`config.mk`:
```
export PLATFORM = sky130hd
export DESIGN_NAME = stage_fetch
export DESIGN_NICKNAME = d
export VERILOG_FILES = /design/src/rtl/proc_pkg.sv /design/src/rtl/fd_latch.sv /design/src/rtl/stage_fetch.sv
export SDC_FILE = /design/constraint.sdc
export NUM_CORES = 1
export LEC_CHECK = 0
export CORE_MARGIN = 2
export CORE_UTILIZATION = 42
export DETAILED_ROUTE_END_ITERATION = 16
export PLACE_DENSITY_LB_ADDON = 0.05
export SYNTH_ARGS = -nofsm -noshare
export SYNTH_HDL_FRONTEND = slang
export SYNTH_SLANG_ARGS = --single-unit
```
`constraint.sdc`:
```
create_clock -name clock -period 1.7 [get_ports clock]
set_input_delay 0.34 -clock clock [delete_from_list [all_inputs] [get_ports clock]]
set_output_delay 0.34 -clock clock [all_outputs]
set_load 0.05 [all_outputs]
```
`src/rtl/proc_pkg.sv`:
```
// proc_pkg: shared processor constants (NOP encoding, opcodes, instruction fields, default PC width)
package proc_pkg;
    localparam int DEF_PC_W = 12;
    localparam logic [31:0] NOP_INSN = 32'b0;
    localparam logic [4:0] R_TYPE = 5'b00000;
    localparam logic [4:0] J      = 5'b00001;
    localparam logic [4:0] BNE    = 5'b00010;
    localparam logic [4:0] JAL    = 5'b00011;
    localparam logic [4:0] JR     = 5'b00100;
    localparam logic [4:0] ADDI   = 5'b00101;
    localparam logic [4:0] BLT    = 5'b00110;
    localparam logic [4:0] SW     = 5'b00111;
    localparam logic [4:0] LW     = 5'b01000;
    localparam logic [4:0] SETX   = 5'b10101;
    localparam logic [4:0] BEX    = 5'b10110;
    localparam int OPCODE_HI = 31, OPCODE_LO = 27;
    localparam int RD_HI = 26, RD_LO = 22;
    localparam int RS_HI = 21, RS_LO = 17;
    localparam int RT_HI = 16, RT_LO = 12;
    localparam int ALU_OP_HI = 6, ALU_OP_LO = 2;
endpackage

```
`src/rtl/fd_latch.sv`:
```
// fd_latch: F/D pipeline register; flush inserts a NOP bubble, load captures the fetched instruction
module fd_latch
    import proc_pkg::*;
#(
    parameter int PC_W = DEF_PC_W
) (
    input  logic            clock,
    input  logic            reset,
    input  logic            load,
    input  logic            flush,
    input  logic [31:0]     insn,
    input  logic [PC_W-1:0] pc,
    input  logic            valid,
    output logic [31:0]     fd_insn,
    output logic [PC_W-1:0] fd_pc,
    output logic            fd_valid
);
    always_ff @(posedge clock) begin
        if (reset || flush) begin
            fd_insn  <= NOP_INSN;
            fd_pc    <= '0;
            fd_valid <= 1'b0;
        end else if (load) begin
            fd_insn  <= insn;
            fd_pc    <= pc;
            fd_valid <= valid;
        end
    end
endmodule

```
`src/rtl/stage_fetch.sv`:
```
// stage_fetch: PC register, next-PC mux and F/D latch; FETCH_PERF_EN adds fetch/stall/flush counters
module stage_fetch
    import proc_pkg::*;
#(
    parameter int PC_W = DEF_PC_W,
    parameter logic [PC_W-1:0] RESET_PC = '0
) (
    input  logic            clock,
    input  logic            reset,
    output logic [PC_W-1:0] address_imem,
    input  logic [31:0]     q_imem,
    input  logic            stall,
    input  logic            redirect,
    input  logic [PC_W-1:0] redirect_pc,
    output logic [31:0]     fd_insn,
    output logic [PC_W-1:0] fd_pc,
    output logic            fd_valid
`ifdef FETCH_PERF_EN
    ,
    output logic [31:0]     perf_fetched,
    output logic [31:0]     perf_stalls,
    output logic [31:0]     perf_flushes
`endif
);
    logic [PC_W-1:0] pc, pc_plus1;
    assign pc_plus1 = pc + PC_W'(1);
    assign address_imem = pc;
    // redirect outranks stall, so a flush is never lost behind a load-use hold
    always_ff @(posedge clock) begin
        pc <= reset ? RESET_PC : redirect ? redirect_pc : stall ? pc : pc_plus1;
    end
    fd_latch #(.PC_W(PC_W)) u_fd (
        .clock    (clock),
        .reset    (reset),
        .load     (!stall),
        .flush    (redirect),
        .insn     (q_imem),
        .pc       (pc_plus1),
        .valid    (1'b1),
        .fd_insn  (fd_insn),
        .fd_pc    (fd_pc),
        .fd_valid (fd_valid)
    );
`ifdef FETCH_PERF_EN
    always_ff @(posedge clock) begin
        if (reset) begin
            perf_fetched <= '0;
            perf_stalls  <= '0;
            perf_flushes <= '0;
        end else if (redirect) begin
            perf_flushes <= perf_flushes + 32'd1;
        end else if (stall) begin
            perf_stalls <= perf_stalls + 32'd1;
        end else begin
            perf_fetched <= perf_fetched + 32'd1;
        end
    end
`endif
endmodule

```
After elaboration in Yosys (flattened, before gate mapping)
Index checks and enable logic that the tools add are counted.

word-level totals
  output and inout port bits = 57
  input bits = 48
  bits in registers = 57

operators by class
  equality and inequality tests = 1
  $add $sub $neg = 1
  reductions and logical operators = 1
  mux-type cells = 2

operator list
  cell                     number
  $mux W12                 2
  $add A12 B1 Y12 const B  1
  $ne A2 B1 Y1 const B     1
  $logic_or A1 B1 Y1       1

Depth between registers and ports, before layout
Gate-level depths: netlist of the first run.

  depth in word-level cells = 3
  mapped depth = 6

Hierarchy
A second synthesis of the first run with hierarchy kept.

unflattened totals
  cell total of the unflattened synthesis = 254
  area, all modules = 2492.4 um^2

modules (own cells, without submodules)
  module       times used  area an instance (um^2)  seq. area each (um^2)  cells each
  fd_latch     1           1639.1                   900.9                  146
  stage_fetch  1           853.3                    240.2                  108

Worst setup path after synthesis of the first run
No wires, ideal clock.

  path type = register to register
  start = register pc[0] (netlist: address_imem[0])
  end = register pc[4] (netlist: address_imem[4])
  required time = 1634 ps
  arrival = 1809 ps
  setup slack = -175 ps
  cell stages (with the launch flop) = 6
  library setup time = 66 ps
  cells stage by stage = dfxtp_1 > ha_1 > nand3_4 > or3_1 > a21o_1 > a21oi_2

between the ends
  longest elaborated chain between the ends = 3

ends and longest elaborated chain
  element                 RTL line           source
  from (decl)             stage_fetch.sv:25  logic [PC_W-1:0] pc, pc_plus1;
  from (signal assigned)  stage_fetch.sv:30  pc <= reset ? RESET_PC : redirect ? redirect_pc : stall ? pc : pc_plus1;
  $add A12 B1 Y12         stage_fetch.sv:26  assign pc_plus1 = pc + PC_W'(1);
  $mux W12 (2 in series)  stage_fetch.sv:30

Every way passes these cells. The select of a mux whose other input is x is not followed.
A chain may end at the register's enable or synchronous reset.

Worst setup path in the final report of the first run
  start = register pc[3] (netlist: address_imem[3])
  end = register pc[11] (netlist: address_imem[11])

The elaborated chain is that of the path after synthesis.

==> flow_summary.json, run 1 <==
{
  "run_status": "finished clean",
  "crit_start": "address_imem[3]$_SDFFE_PP0P_",
  "cp_max_fo": 7,
  "yosys_warnings": 0,
  "cts_root_buf": "clkbuf_8",
  "initial_core_util": 0.432,
  "postSynthCellCount": 248,
  "grt.overflow.total": 0,
  "dieArea_um2": 6250,
  "pre_cts_ws_ns": 0.0608,
  "cp_data_required_time_ns": 1.90,
  "syn2layout_area_growth_pct": 51.9,
  "min_path_type": "in2reg",
  "path_buf_inv": 0,
  "worstHoldStart": "stall",
  "ctsHtreeMaxLevel": 3,
  "max_freq_mhz": 655,
  "via_count": 2077,
  "rows": 27,
  "drc_errors": 0,
  "finalWorstSetupSlack_ns": 0.173,
  "chipHeight_um": 79.1,
  "yosys.area.top_type": "dfxtp_1",
  "finalSetupTns_ns": 0,
  "register_area_um2": 1140,
  "cts_sinks": 57,
  "maxCapViolations": 0,
  "clock_latency_ns": 0.32,
  "fp.dieW_um": 79.1,
  "synth_area_um2": 2370,
  "power.leakage_uw": 0.00160,
  "synth_area_leaders": "dfxtp_1, mux2i_1, nor2_1",
  "final_nets": 409,
  "period_share": 0.898,
  "dr.pass1.iters": 4,
  "grt_max_degree": 27,
  "cts_tree": "built",
  "track_usage": 0.175,
  "post-dp-hpwl_um": 4030,
  "ctsHoldBuffers": 0,
  "antenna_found_initial": 0,
  "ys_ff_latch": 57,
  "final.setup_skew_ns": 0.00352,
  "clockBufferDepth": 2,
  "fillers": 490,
  "max_slew.worst_pin.slew_ns": 0.386,
  "yosysUniqueCellTypes": 37,
  "setup_viol": 0,
  "ir_drop_v": 0.000399,
  "grt_pass1_vias": 1862,
  "yosysMostFrequentCell": "dfxtp_1",
  "cp_slowest_stage_delay_ns": 0.53,
  "maxSlewViolCount": 0,
  "power_density_nw_per_um2": 888,
  "slowest_stage": "dfxtp_1",
  "arrival_ns": 1.72,
  "crit-reg2reg-launch": "address_imem[3]$_SDFFE_PP0P_",
  "first_iter_violations": 55,
  "core_area_um2": 5470,
  "fin_crit_ns": 1.53,
  "hold_viol": 0,
  "worstPathCellList": "nand4_2 > o31a_1 > o21ai_1 > o211ai_1",
  "synth_edf_count": 0,
  "viasPerCell": 4.76,
  "multiInputGateArea_um2": 1100,
  "synth_top_area_frac": 0.482,
  "cts-buffers-inserted": 9,
  "grt_pass1_wl_um": 8510,
  "relSlewSlack": 0.742,
  "wl_per_cell_um": 12.7,
  "synth_common_cells": "dfxtp_1, nor2_1, mux2i_1",
  "rsz0062_at_grt": "false",
  "synth-main-ff-cell": "dfxtp_1",
  "syn_avg_cell_area_um2": 9.54,
  "synth_nets": 297,
  "diodes": 0,
  "critical_path_class": "reg2reg",
  "cts.repair.resized": 0,
  "drive_gt1_frac": 0.261,
  "start_kind": "flop",
  "crit_family": "compound AO/OA/AOI/OAI gates",
  "gp_congestion": 0.841,
  "routed_wl_um": 5560,
  "cp-end-kind": "flop",
  "ios": 105,
  "drtAntennaViolNets": 0,
  "total_power_uw": 3190,
  "synthArstFlopShare": 0,
  "clk_pin_slew_ns": 0.06,
  "postCtsSetupBuffers": 0,
  "io_buffers": 104,
  "synth_seq_area_share": 0.482
}
==> layout by cell type (no fill, tap or decap), types with 2 or more instances in the layout <==
cell / instances
nor4_1: 3
o21ai_1: 2
a21oi_1: 16
clkdlybuf4s50_1: 46
xnor2_1: 6
mux2i_1: 35
xor2_1: 7
nor2_1: 49
nand3_1: 5
dfxtp_2: 3
inv_1: 6
dfxtp_1: 54
o21ai_0: 8
clkbuf_8: 12
o31a_1: 3
buf_4: 62
buf_12: 6
nor3_1: 4
nand2_1: 12
clkinv_2: 3
o21a_1: 5
==> cell type report <==
class	count	share of cell area
flip-flops and latches	57	0.319
multi-input cells	171	0.307
repair buffers	115	0.292
clock buffers	12	0.0460
well taps	72	0.0251
inverters	6	0.00627
clock inverters	3	0.00418
==> worst min-delay path: stages <==
cell and delay (ns):
buf_2 0.23, nand2_1 0.10, a21oi_1 0.05
==> worst paths after layout <==
path                                                       to  slack (ns)  cells after the start
worst max-delay path            address_imem[11]$_SDFFE_PP0P_        0.17                      4
worst min-delay path               u_fd.fd_pc[2]$_SDFFE_PP0N_        0.45                      3
worst max register to register  address_imem[11]$_SDFFE_PP0P_        0.17                      4
worst min register to register     u_fd.fd_valid$_SDFFE_PP0N_        0.45                      1
==> metrics by stage <==
| step | hold WS, ns | std cells | area [µm²] | utilization |
|---|---|---|---|---|
| 2_1_floorplan | 0.483 | 248 | 2370 | - |
| 3_3_place_gp | 0.441 | 421 | 3410 | 0.624 |
| 3_5_place_dp | 0.444 | 421 | 3410 | 0.624 |
| 4_1_cts | 0.439 | 436 | 3590 | 0.657 |
| 5_1_grt | 0.477 | 436 | 3590 | 0.657 |
| 6_report | 0.451 | 436 | 3590 | 0.657 |
==> state kept, by name, indices dropped and copies added, names as in the netlist <==
| register | count |
|---|---|
| u_fd.fd_insn | 32 |
| address_imem | 12 |
| u_fd.fd_pc | 12 |
| u_fd.fd_valid | 1 |
==> power breakdown <==
group | leakage, µW | total, µW | switching, µW | internal [µW]
logic | 0.00104 | 631 | 349 | 282
registers | 0.000467 | 1440 | 49.6 | 1390
clock network | 0.0000980 | 1120 | 487 | 632
==> cell families (layout without fill, tap and decap cells) <==
kind of cell	Yosys count	count (layout)	share of synthesized area
multiplexers	35	35	0.148
buffers and inverters	20	136	0.0508
flip-flops	57	57	0.482
AO/OA/AOI/OAI	41	41	0.110
AND/OR/NAND/NOR	81	81	0.155
adder cells (fa/ha/maj)	1	1	0.00529
XOR/XNOR	13	13	0.0481
==> per-layer routing <==
layer,vias up,share of wire,global-route usage
li1,1064,-,-
met1,924,0.47,0.219
met2,78,0.44,0.279
met3,11,0.070,0.0409
met4,0,0.021,0.0948
met5,-,0,0
Note: power is estimated with default switching activity, not from simulation.
==> inputs of run 2 (changes only) <==
Settings changed: CORE_ASPECT_RATIO set to 0.9.
==> flow_summary.json, run 2 (synthesis results as in run 1) <==
{
  "diodes": 0,
  "hold_viol": 0,
  "grt_max_degree": 32,
  "dp_cells": 419,
  "max_slew.worst_pin.slew_ns": 0.309,
  "power_density_nw_per_um2": 911,
  "cts-buffers-inserted": 9,
  "chipHeight_um": 75.2,
  "run_status": "finished clean",
  "ctsHtreeMaxLevel": 3,
  "place_area_um2": 3440,
  "viasPerCell": 4.85,
  "core_area_um2": 5350,
  "grt_pass1_vias": 1912,
  "period_share": 0.903,
  "cp_data_required_time_ns": 1.96,
  "via_count": 2107,
  "initial_core_util": 0.442,
  "ir_drop_v": 0.000683,
  "drc_errors": 0,
  "cts_sinks": 57,
  "post-dp-hpwl_um": 4120,
  "maxCapViolations": 0,
  "clk_pin_slew_ns": 0.06,
  "instances_no_fill": 434,
  "rows": 25,
  "gp_congestion": 0.819,
  "track_usage": 0.187,
  "syn2layout_area_growth_pct": 53.7,
  "power.leakage_uw": 0.00163,
  "cts_tree": "built",
  "clockBufferDepth": 2,
  "final_nets": 412,
  "rsz0062_at_grt": "false",
  "relSlewSlack": 0.792,
  "final_common_cell": "buf_4",
  "use_met3": 0.0833,
  "largest_register_ffs": 32,
  "drtAntennaViolNets": 0,
  "routed_wl_um": 5590,
  "gr-max-usage-layer": "met2",
  "grt.overflow.total": 0,
  "final.setup_skew_ns": 0.00767,
  "min_path_type": "reg2reg",
  "start_kind": "flop",
  "dr.pass1.iters": 4,
  "critical_path_class": "reg2reg",
  "wl_per_cell_um": 12.9,
  "use_met1": 0.233,
  "clock_latency_ns": 0.32,
  "use_met2": 0.294,
  "arrival_ns": 1.80,
  "io_buffers": 104,
  "ctsHoldBuffers": 0,
  "fin_area_um2": 3640,
  "cp-end-kind": "flop",
  "postCtsSetupBuffers": 0,
  "first_iter_violations": 74,
  "mostFrequentLayoutCells": "buf_4, dfxtp_1, nor2_1",
  "fillers": 439,
  "fp.dieW_um": 83.1,
  "ios": 105,
  "grt_pass1_wl_um": 9060,
  "cp_max_fo": 8,
  "cts_root_buf": "clkbuf_8",
  "maxSlewViolCount": 0,
  "fin_crit_ns": 1.53,
  "setup_viol": 0,
  "dieArea_um2": 6250,
  "antenna_found_initial": 0,
  "finalSetupTns_ns": 0,
  "drive_gt1_frac": 0.264,
  "max_freq_mhz": 652,
  "largest_register": "u_fd.fd_insn",
  "cts.repair.resized": 0
}
[run 2: metrics by stage]
step	setup WS [ns]	total power, µW	hold slack [ns]	util
2_1_floorplan	0.0283	1840	0.483	-
6_report	0.166	3310	0.460	0.680
3_3_place_gp	0.126	2110	0.439	0.644
4_1_cts	0.170	3360	0.462	0.680
5_1_grt	0.0726	3470	0.501	0.680
3_5_place_dp	0.117	2120	0.448	0.644
[run 2: report_power, final]
| part | switching (µW) | internal [µW] | total (µW) |
|---|---|---|---|
| Combinational | 353 | 290 | 643 |
| Sequential | 48.6 | 1390 | 1440 |
| Clock | 487 | 744 | 1230 |
| Total | 889 | 2430 | 3310 |
[run 2: final timing paths]
path,startpoint,to,slack (ns),cells after the start
worst max-delay path,address_imem[0]$_SDFFE_PP0P_,address_imem[4]$_SDFFE_PP0P_,0.17,5
worst min-delay path,u_fd.fd_valid$_SDFFE_PP0N_,u_fd.fd_valid$_SDFFE_PP0N_,0.46,1
worst max register to register,address_imem[0]$_SDFFE_PP0P_,address_imem[4]$_SDFFE_PP0P_,0.17,5
worst min register to register,u_fd.fd_valid$_SDFFE_PP0N_,u_fd.fd_valid$_SDFFE_PP0N_,0.46,1
[run 2: critical path, stage by stage, from the launching register on]
cell,delay [ns]
dfxtp_2,0.40
ha_1,0.28
nand3_4,0.15
or3_1,0.33
a21o_1,0.19
a21oi_2,0.12
[run 2: cell type report]
cell class / instances / area [µm²] / share of cell area
Sequential cell: 57 / 1140 / 0.315
Multi-Input combinational cell: 171 / 1100 / 0.304
Tap cell: 67 / 83.8 / 0.0230
Clock inverter: 3 / 40.0 / 0.0110
Timing Repair Buffer: 118 / 1090 / 0.299
Clock buffer: 12 / 155 / 0.0427
Inverter: 6 / 22.5 / 0.00619
[run 2: layer usage]
layer / vias to the layer above / routed length [µm]
met4: 0 / 52
met1: 955 / 2520
li1: 1077 / -
met2: 70 / 2590
met3: 5 / 416
met5: - / 0
